==> src/rtl/dest_reg_scoreboard_if.sv <==
`default_nettype none
// ============================================================================
//  Module      : dest_reg_scoreboard_if
//  Description : Decode/write-back bundle between the pipeline and the
//                destination-register scoreboard.
//  Revision    : 1.0 - initial release
// ============================================================================
interface dest_reg_scoreboard_if;
    logic        flush;
    logic        issue_valid;
    logic        issue_wr;
    logic [4:0]  issue_rd;
    logic [4:0]  issue_rs;
    logic        issue_rs_use;
    logic [4:0]  issue_rt;
    logic        issue_rt_use;
    logic        wb_valid;
    logic [4:0]  wb_rd;
    logic        stall;
    logic [31:0] busy_mask;
    logic        sb_error;

    modport master (
        output flush, issue_valid, issue_wr, issue_rd, issue_rs, issue_rs_use,
               issue_rt, issue_rt_use, wb_valid, wb_rd,
        input  stall, busy_mask, sb_error
    );

    modport slave (
        input  flush, issue_valid, issue_wr, issue_rd, issue_rs, issue_rs_use,
               issue_rt, issue_rt_use, wb_valid, wb_rd,
        output stall, busy_mask, sb_error
    );
endinterface
`default_nettype wire

==> src/rtl/dest_reg_scoreboard.sv <==
`default_nettype none
// ============================================================================
//  Module      : dest_reg_scoreboard
//  Description : Per-register in-flight write counters; stalls decode on
//                RAW / destination-saturation hazards. Optional same-cycle
//                write-back release via SCOREBOARD_WB_BYPASS_EN.
//  Revision    : 1.0 - initial release
// ============================================================================
module dest_reg_scoreboard #(
    parameter int MAX_PENDING = 4,
    parameter int CNT_W       = 3
) (
    input  wire logic             clk,
    input  wire logic             rst,
    dest_reg_scoreboard_if.slave  sb
);

    localparam int               c_nregs = 32;
    localparam logic [CNT_W-1:0] c_max   = CNT_W'(MAX_PENDING);
    localparam logic [CNT_W-1:0] c_one   = CNT_W'(1);
    localparam logic [CNT_W-1:0] c_zero  = '0;

    logic [c_nregs-1:0][CNT_W-1:0] r_count;
    logic [c_nregs-1:0][CNT_W-1:0] w_count_nxt;
    logic [c_nregs-1:0]            r_busy_mask;
    logic [c_nregs-1:0]            w_busy_nxt;
    logic                          r_sb_error;

    logic [CNT_W-1:0] w_rs_cnt;
    logic [CNT_W-1:0] w_rt_cnt;
    logic [CNT_W-1:0] w_rd_cnt;
    logic [CNT_W-1:0] w_wb_cnt;
    logic             w_rs_nz;
    logic             w_rt_nz;
    logic             w_rd_nz;
    logic             w_wb_nz;
    logic             w_rs_byp;
    logic             w_rt_byp;
    logic             w_rd_byp;
    logic             w_rs_haz;
    logic             w_rt_haz;
    logic             w_rd_haz;
    logic             w_stall;
    logic             w_accept;
    logic             w_retire;
    logic             w_underflow;

    assign w_rs_cnt = r_count[sb.issue_rs];
    assign w_rt_cnt = r_count[sb.issue_rt];
    assign w_rd_cnt = r_count[sb.issue_rd];
    assign w_wb_cnt = r_count[sb.wb_rd];

    assign w_rs_nz = (sb.issue_rs != 5'd0);
    assign w_rt_nz = (sb.issue_rt != 5'd0);
    assign w_rd_nz = (sb.issue_rd != 5'd0);
    assign w_wb_nz = (sb.wb_rd    != 5'd0);

`ifdef SCOREBOARD_WB_BYPASS_EN
    // Last outstanding write retiring now: register file forwards it this cycle.
    assign w_rs_byp = sb.wb_valid && (sb.wb_rd == sb.issue_rs) && (w_rs_cnt == c_one);
    assign w_rt_byp = sb.wb_valid && (sb.wb_rd == sb.issue_rt) && (w_rt_cnt == c_one);
    assign w_rd_byp = sb.wb_valid && (sb.wb_rd == sb.issue_rd);
`else
    assign w_rs_byp = 1'b0;
    assign w_rt_byp = 1'b0;
    assign w_rd_byp = 1'b0;
`endif

    assign w_rs_haz = sb.issue_rs_use && w_rs_nz && (w_rs_cnt != c_zero) && !w_rs_byp;
    assign w_rt_haz = sb.issue_rt_use && w_rt_nz && (w_rt_cnt != c_zero) && !w_rt_byp;
    assign w_rd_haz = sb.issue_wr && w_rd_nz && (w_rd_cnt == c_max) && !w_rd_byp;

    assign w_stall     = sb.issue_valid && (w_rs_haz || w_rt_haz || w_rd_haz);
    assign w_accept    = sb.issue_valid && !w_stall && sb.issue_wr && w_rd_nz;
    assign w_retire    = sb.wb_valid && w_wb_nz;
    assign w_underflow = w_retire && (w_wb_cnt == c_zero);

    for (genvar gi = 0; gi < c_nregs; gi++) begin : g_reg
        if (gi == 0) begin : g_zero
            assign w_count_nxt[gi] = c_zero;
        end else begin : g_live
            logic w_inc;
            logic w_dec;
            assign w_inc = w_accept && (sb.issue_rd == 5'(gi));
            assign w_dec = w_retire && (sb.wb_rd == 5'(gi));
            // Coincident accept and retire cancel; an empty counter never wraps.
            assign w_count_nxt[gi] =
                (w_inc && !w_dec)                           ? r_count[gi] + c_one :
                (w_dec && !w_inc && r_count[gi] != c_zero)  ? r_count[gi] - c_one :
                                                              r_count[gi];
        end
        assign w_busy_nxt[gi] = (w_count_nxt[gi] != c_zero);
    end

    always_ff @(posedge clk) begin
        if (rst) begin
            r_count     <= '0;
            r_busy_mask <= '0;
            r_sb_error  <= 1'b0;
        end else if (sb.flush) begin
            r_count     <= '0;
            r_busy_mask <= '0;
        end else begin
            r_count     <= w_count_nxt;
            r_busy_mask <= w_busy_nxt;
            if (w_underflow) begin
                r_sb_error <= 1'b1;
            end
        end
    end

    assign sb.stall     = w_stall;
    assign sb.busy_mask = r_busy_mask;
    assign sb.sb_error  = r_sb_error;

endmodule
`default_nettype wire

==> src/flat_wrapper.sv <==
// flat-port wrapper written by rule: the top's interface ports become plain ports
module dest_reg_scoreboard_flat 
#(
    parameter int MAX_PENDING = 4,
    parameter int CNT_W       = 3
)
  (clk, rst, sb_flush, sb_issue_valid, sb_issue_wr, sb_issue_rd, sb_issue_rs, sb_issue_rs_use, sb_issue_rt, sb_issue_rt_use, sb_wb_valid, sb_wb_rd, sb_stall, sb_busy_mask, sb_sb_error);
  dest_reg_scoreboard_if sb_i ();
  input  wire logic clk;
  input  wire logic rst;
  input wire logic [$bits(sb_i.flush)-1:0] sb_flush;
  input wire logic [$bits(sb_i.issue_valid)-1:0] sb_issue_valid;
  input wire logic [$bits(sb_i.issue_wr)-1:0] sb_issue_wr;
  input wire logic [$bits(sb_i.issue_rd)-1:0] sb_issue_rd;
  input wire logic [$bits(sb_i.issue_rs)-1:0] sb_issue_rs;
  input wire logic [$bits(sb_i.issue_rs_use)-1:0] sb_issue_rs_use;
  input wire logic [$bits(sb_i.issue_rt)-1:0] sb_issue_rt;
  input wire logic [$bits(sb_i.issue_rt_use)-1:0] sb_issue_rt_use;
  input wire logic [$bits(sb_i.wb_valid)-1:0] sb_wb_valid;
  input wire logic [$bits(sb_i.wb_rd)-1:0] sb_wb_rd;
  output wire logic [$bits(sb_i.stall)-1:0] sb_stall;
  output wire logic [$bits(sb_i.busy_mask)-1:0] sb_busy_mask;
  output wire logic [$bits(sb_i.sb_error)-1:0] sb_sb_error;
  assign sb_i.flush = sb_flush;
  assign sb_i.issue_valid = sb_issue_valid;
  assign sb_i.issue_wr = sb_issue_wr;
  assign sb_i.issue_rd = sb_issue_rd;
  assign sb_i.issue_rs = sb_issue_rs;
  assign sb_i.issue_rs_use = sb_issue_rs_use;
  assign sb_i.issue_rt = sb_issue_rt;
  assign sb_i.issue_rt_use = sb_issue_rt_use;
  assign sb_i.wb_valid = sb_wb_valid;
  assign sb_i.wb_rd = sb_wb_rd;
  assign sb_stall = sb_i.stall;
  assign sb_busy_mask = sb_i.busy_mask;
  assign sb_sb_error = sb_i.sb_error;
  dest_reg_scoreboard #(.MAX_PENDING(MAX_PENDING), .CNT_W(CNT_W)) u_core (.clk(clk), .rst(rst), .sb(sb_i));
endmodule
==> config.mk <==
export PLATFORM = sky130hd
export DESIGN_NAME = dest_reg_scoreboard_flat
export DESIGN_NICKNAME = d
export VERILOG_FILES = /design/src/rtl/dest_reg_scoreboard_if.sv /design/src/rtl/dest_reg_scoreboard.sv /design/src/flat_wrapper.sv
export SDC_FILE = /design/constraint.sdc
export NUM_CORES = 1
export LEC_CHECK = 0
export CAP_MARGIN = 25
export CORE_UTILIZATION = 55
export DETAILED_ROUTE_END_ITERATION = 8
export HOLD_SLACK_MARGIN = 0.1
export PLACE_DENSITY_LB_ADDON = 0.05
export SLEW_MARGIN = 20
export SYNTH_ARGS = -nofsm -noshare
export SYNTH_HDL_FRONTEND = slang
export SYNTH_SLANG_ARGS = --single-unit
==> constraint.sdc <==
create_clock -name clk -period 10.3 [get_ports clk]
set_clock_uncertainty 0.05 [all_clocks]
set_input_delay 2.06 -clock clk [delete_from_list [all_inputs] [get_ports clk]]
set_output_delay 2.06 -clock clk [all_outputs]
set_load 0.02 [all_outputs]
==> impl_summary.log, run 1 <==
INFO  metric cts_hold_buf = 0
INFO  metric slew_headroom = 0.2859
INFO  metric worst_endpoint_required_time = 8190 ps
INFO  metric worst_setup_hold_path_clk_slew = 60 ps
INFO  metric slew_viol_final = 0
INFO  metric yosysWarningCount = 0
INFO  metric pwr_density_cell = 100.1 nW/um^2
INFO  metric insertedDiodeCount = 0
INFO  metric floorplan.die.width = ~140 um
INFO  metric clk-insertion-delay-late = 440 ps
INFO  metric rows = 50
INFO  metric fp.coreArea = 18960 um^2
INFO  metric drtAntennaViolNets = 0
INFO  metric detailedRoute.firstIterationViolations = 1377
INFO  metric worst_r2r_src = u_core.r_count[33]
INFO  metric maxCapViolations = 0
INFO  metric netlist_area = 10760 um^2
INFO  metric postCtsResizedCells = 0
INFO  metric detail_route.first_pass.iterations = 6
INFO  metric initial_core_utilization = 0.5678
INFO  metric die_h = roughly 140 um
INFO  metric first_pass_grt_wire_length = 54790 um
INFO  metric dpl.hpwl = 26500 um
INFO  metric postSynthNetCount = 1456
INFO  metric start_point_of_the_critical_path = sb_issue_rt[1]
INFO  metric root_buffer = sky130_fd_sc_hd__clkbuf_16
INFO  metric number_of_global_route_vias_before_repair = 9869
INFO  metric synth_top_area_frac = 0.2325
INFO  metric final_min_period_over_clock_period = 0.7420
INFO  metric synth.area.top_cells = sky130_fd_sc_hd__dfxtp_1 23%, sky130_fd_sc_hd__ha_1 11%, sky130_fd_sc_hd__inv_1 4.2%
INFO  metric cts_num_sinks = 125
INFO  metric gr-usage-met2 = 0.5315
INFO  metric layout_setup_ws = 2658 ps
INFO  metric setup_viol_count_final = 0
INFO  metric yosysSeqAreaShare = 0.2325
INFO  metric tritoncts = built
INFO  metric setup-tns-final = 0 ps
INFO  metric cts_inserted_buffers = 17
INFO  metric synth_largest_area_cell = sky130_fd_sc_hd__dfxtp_1
INFO  metric synth_edf_count = 0
INFO  metric avgViaCountPerCell = 6.556
INFO  metric postSynth.asyncResetShare = 0
INFO  metric use_met3 = 0.1100
INFO  metric cts_buffer_depth = 2
INFO  metric synthFlopType = sky130_fd_sc_hd__dfxtp_1
INFO  metric place.gp.congestion = 1.012
INFO  metric synth.distinct_cells = 91
INFO  metric status = finished, final reports clean
INFO  metric die_area = 20130 um^2
INFO  metric min-delay-start = u_core.sb.sb_error
INFO  metric timing.setup.critical_path_class = input pin to primary output
INFO  metric wl = 35550 um
INFO  metric worst-slew-pin-transition = 1063 ps
INFO  metric critPathMaxFanout = 20
INFO  metric timing.fmax = 130.9 MHz
INFO  metric detailed_place.area = 11430 um^2
INFO  metric antenna_found_initial = 0
INFO  metric final_hold_viol_count = 0
INFO  metric synthCells = 1335
INFO  metric finalCriticalPeriod = 7642 ps
INFO  metric post-cts-setup-buffers = 0
INFO  metric final_net_count = between 1000 and 1500
INFO  metric grt_remaining_overflow = 0
INFO  metric busiest_layer = met2
INFO  metric vias = 10680
INFO  metric final_design_area_no_fill = 11990 um^2
INFO  metric post_layout_nonfiller_instances = 1629
INFO  metric total_leakage_power = about 0.0044 uW
INFO  metric cp.arrival = 5530 ps
INFO  metric placement.io_buffers = 60
INFO  metric h-tree-depth = 4
INFO  metric endpoint_kind = primary output
INFO  metric worst_hold_slack = 418.3 ps
INFO  metric holdCritPathClass = flip-flop to flip-flop
INFO  metric io_pins = 62
INFO  metric post-route-drc-count = 0
INFO  metric post-place-ws = 2716 ps
INFO  metric drive_gt1_frac = 0.07524
INFO  metric syn_area_per_cell = 8.062 um^2
INFO  metric post-place-cells = 1598
INFO  metric grt_max_degree = 56
INFO  metric syn_to_final_growth = 11.36%
INFO  metric rsz0062_at_grt = no
INFO  metric layout_common_cells = 125 x sky130_fd_sc_hd__dfxtp_1, 120 x sky130_fd_sc_hd__inv_1, 119 x sky130_fd_sc_hd__nor2_1
INFO  metric max-vdd-ir-drop = 0.1117 mV
INFO  metric worstSetupStartpointType = input pin
INFO  metric wl_per_cell = 21.82 um
INFO  metric ys_seq_elements = ~130
INFO  metric layout.cells.most_common = sky130_fd_sc_hd__dfxtp_1
INFO  metric grt_util_met1 = 0.4836
INFO  metric grt.total_usage = 0.3576
final cells by class:
| class | count | area (um^2) |
|---|---|---|
| clock inverters | 13 | 120.1 |
| multi-input cells | 1023 | 7477 |
| repair buffers | 70 | 670.6 |
| clock buffers | 18 | 439.2 |
| inverters | 120 | 450.4 |
| fillers | 1689 | 6970 |
| well taps | 260 | 325.3 |
| flip-flops and latches | 125 | 2502 |
final timing paths:
path	end	slack, ps	cells after the start
max	sb_stall	2660	8
min	u_core.sb.sb_error	420	2
max reg2reg	u_core.sb.busy_mask[21]	6300	10
min reg2reg	u_core.sb.sb_error	420	2
kinds of logic (layout without fill, tap and decap cells):
kind of cell | after synthesis | count (layout) | synth area share
other cells | 1 | 1 | 0.0003484
compound gates | 322 | 322 | 0.2224
mux | 75 | 75 | 0.09161
xor+xnor | 35 | 35 | 0.02848
flops | 125 | 125 | 0.2325
buf+inv | 187 | 221 | 0.07556
simple gates | 497 | 497 | 0.2410
fa+ha+maj | 93 | 93 | 0.1081
power by group:
part | internal (uW) | switching [uW]
Clock | 337 | 241
Sequential | 484 | 0.910
Combinational | 39.0 | 97.3
Total | 860 | 339
synthesized netlist by cell type (all sizes together) (9+ instances only):
cell type and n:
a311oi 18, mux4 17, mux2 15, buf 39
xnor2 32, a211o 15, a211oi 21, dfxtp 125
nand2b 18, nor2b 18, nor2 122, clkbuf 28
or3 15, nor4b 15, nand4 15, nor3b 9
o21ai 30, a21oi 56, mux2i 43, and3 9
a21o 9, nor3 58, nand3 37, inv 120
nor4 25, nand2 108, and2 19, a31oi 38
ha 93, a221oi 9
flip-flops by register name, summed over array words and instances (netlist names):
register	count
u_core.sb.sb_error	1
u_core.sb.busy_mask	31
u_core.r_count	93
critical path, stage by stage:
cell                              delay, ps
sky130_fd_sc_hd__clkdlybuf4s50_1        990
sky130_fd_sc_hd__inv_1                  270
sky130_fd_sc_hd__mux4_2                 480
sky130_fd_sc_hd__o21ai_0                220
sky130_fd_sc_hd__o211a_1                440
sky130_fd_sc_hd__a21oi_1                120
sky130_fd_sc_hd__a21oi_1                270
sky130_fd_sc_hd__clkdlybuf4s50_1        660
layer usage:
layer	share of wire	up-vias	wire (um)
met5	0	-	0
met4	0.034	0	1213
met3	0.11	93	3975
met2	0.42	557	14960
met1	0.43	5067	15400
li1	-	4963	-
through the flow:
step	total power, uW	util
final	1199	0.6323
after floorplan	585.4	-
after CTS	1202	0.6323
after global routing	1229	0.6323
after detailed placement	626.6	0.6028
after global placement	626.1	0.6028
(Power assumes the default switching activity.)
==> run 2, diff against run 1 <==
==> constraint.sdc (replaced) <==
create_clock -name clk -period 7.52 [get_ports clk]
set_clock_uncertainty 0.05 [all_clocks]
set_input_delay 1.504 -clock clk [delete_from_list [all_inputs] [get_ports clk]]
set_output_delay 1.504 -clock clk [all_outputs]
set_load 0.02 [all_outputs]
==> run 2 against run 1 <==
- via count is 0.27% lower
- hold slack worse by 3.0 ps
- sequential share of layout area is 0.12 points lower
- final cell count is 0.43% higher
- cell area is 0.60% higher
- wire length is 1.2% lower
- critical endpoint unchanged
==> impl_summary.log, run 2 (synthesized netlist as in run 1, its figures left out) <==
INFO  metric status = finished, final reports clean
INFO  metric critPathMaxStageDelay = 1000 ps
INFO  metric number_of_global_route_vias_before_repair = 9755
INFO  metric p_sw_frac = 0.2797
INFO  metric slew_viol_final = 0
INFO  metric total_leakage_power = 0.004448 uW
INFO  metric first_pass_grt_wire_length = 54370 um
INFO  metric max-vdd-ir-drop = between 0.1 and 0.15 mV
INFO  metric cts_hold_buf = 0
INFO  metric worst_endpoint_required_time = 5970 ps
INFO  metric pwr_density_cell = 139.6 nW/um^2
INFO  metric worstSetupStartpointType = input pin
INFO  metric rows = 50
INFO  metric avgViaCountPerCell = 6.510
INFO  metric grt_remaining_overflow = 0
INFO  metric final_hold_viol_count = 0
INFO  metric final_min_period_over_clock_period = 0.8403
INFO  metric seq_power_share = 0.395
INFO  metric dpl.hpwl = 26540 um
INFO  metric timing.fmax = 158.2 MHz
INFO  metric tritoncts = built
INFO  metric finalCriticalPeriod = 6319 ps
INFO  metric layout.cells.most_common = sky130_fd_sc_hd__dfxtp_1
INFO  metric post-route-drc-count = 0
INFO  metric drtAntennaViolNets = 0
INFO  metric cts_inserted_buffers = 17
INFO  metric power = 1683 uW
INFO  metric antenna_found_initial = 0
INFO  metric cts_buffer_depth = 2
INFO  metric filler_cell_count = 1711
INFO  metric postCtsResizedCells = 0
INFO  metric root_buffer = sky130_fd_sc_hd__clkbuf_16
INFO  metric maxCapViolations = 0
INFO  metric power.switching = 470.7 uW
INFO  metric largest_register_ff_count = just over 90
INFO  metric worst-slew-pin-transition = 1059 ps
INFO  metric h-tree-depth = 4
INFO  metric final_design_area_no_fill = 12060 um^2
INFO  metric final_net_count = 1484
INFO  metric post-cts-setup-buffers = 0
INFO  metric cp.arrival = 4770 ps
INFO  metric layout_common_cells = 125 x sky130_fd_sc_hd__dfxtp_1, 120 x sky130_fd_sc_hd__inv_1, 119 x sky130_fd_sc_hd__nor2_1
INFO  metric placement.io_buffers = 60
INFO  metric register_with_the_most_flip_flops = u_core.r_count
INFO  metric insertedDiodeCount = 0
INFO  metric floorplan.die.width = 141.9 um
INFO  metric slew_headroom = 0.2883
INFO  metric power_frac_clock = 0.492
INFO  metric drive_gt1_frac = 0.07849
INFO  metric detailed_place.area = around 11000 um^2
INFO  metric place.gp.congestion = roughly 1
INFO  metric wl_per_cell = 21.47 um
INFO  metric critPathMaxFanout = 20
INFO  metric die_area = 20130 um^2
INFO  metric io_pins = between 60 and 70
INFO  metric rsz0062_at_grt = no
INFO  metric post_layout_nonfiller_instances = around 1600
INFO  metric cell_by_cell_listing_of_the_critical_path = clkdlybuf4s50_1, nand2b_1, o311ai_0, a211o_1, o22a_1, a21oi_1, a21oi_1, clkdlybuf4s50_1
INFO  metric timing.setup.critical_path_class = input pin to primary output
INFO  metric p_int = 1212 uW
INFO  metric wl = 35130 um
INFO  metric clk-insertion-delay-late = 430 ps
INFO  metric cts_num_sinks = 125
INFO  metric setup_viol_count_final = 0
INFO  metric setup-tns-final = 0 ps
INFO  metric critical_path.slowest_cell = sky130_fd_sc_hd__clkdlybuf4s50_1
INFO  metric grt.total_usage = 0.3550
INFO  metric endpoint_kind = primary output
INFO  metric power.combinational.fraction = 0.113
INFO  metric detail_route.first_pass.iterations = 6
INFO  metric holdCritPathClass = flip-flop to flip-flop
INFO  metric fp.coreArea = about 19000 um^2
INFO  metric post-place-cells = ~1600
INFO  metric vias = approximately 11000
INFO  metric syn_to_final_growth = 12.02%
INFO  metric die_h = between 100 and 150 um
INFO  metric initial_core_utilization = 0.5678
INFO  metric grt_max_degree = 57
INFO  metric worst_setup_hold_path_clk_slew = 60 ps
INFO  metric detailedRoute.firstIterationViolations = about 1200
-- run 2: worst max-delay path: cells and delay by family --
kind | cells | cell delay (ps)
compound gates | 5 | 1430
simple gates | 1 | 150
buf+inv | 2 | 1660
-- run 2: per-stage QoR --
step           worst slack [ps]  utilization  hold WS, ps
6_report                   1201       0.6360        415.3
5_1_grt                    1032       0.6360        474.5
4_1_cts                    1212       0.6360        424.0
3_5_place_dp               1226       0.6050        409.8
3_3_place_gp               1249       0.6040        395.8
2_1_floorplan              2231            -        427.6
-- run 2: cell type report --
class / instances / area, um^2 / share of cell area
well taps: 260 / 325.3 / 0.02698
clock inverters: 14 / 160.2 / 0.01328
clock buffers: 18 / 429.2 / 0.03560
inverters: 120 / 450.4 / 0.03736
repair buffers: 76 / 711.9 / 0.05905
flip-flops and latches: 125 / 2502 / 0.2076
multi-input cells: 1023 / 7477 / 0.6202
-- run 2: worst paths after layout --
check	from	endpoint	slack (ps)	cells after the start
setup / recovery	sb_issue_rt[0]	sb_stall	1200	8
hold / removal	u_core.sb.sb_error	u_core.sb.sb_error	420	2
setup reg to reg	u_core.r_count[30]	u_core.sb.busy_mask[31]	3460	10
hold reg to reg	u_core.sb.sb_error	u_core.sb.sb_error	420	2
-- run 2: routing by layer --
metal	share of wire	up-vias	track usage
met4	0.038	0	0.1511
met3	0.097	80	0.08100
met1	0.44	5067	0.4927
li1	-	4978	-
met2	0.42	526	0.5250
met5	0	-	0
-- run 2: power groups by stage --
stage	clock network [uW]	logic, uW	registers, uW
floorplan	0	122	680
global placement	0	181	679
detailed placement	0	183	679
CTS	845	184	664
global route	869	198	664
finish	828	190	665
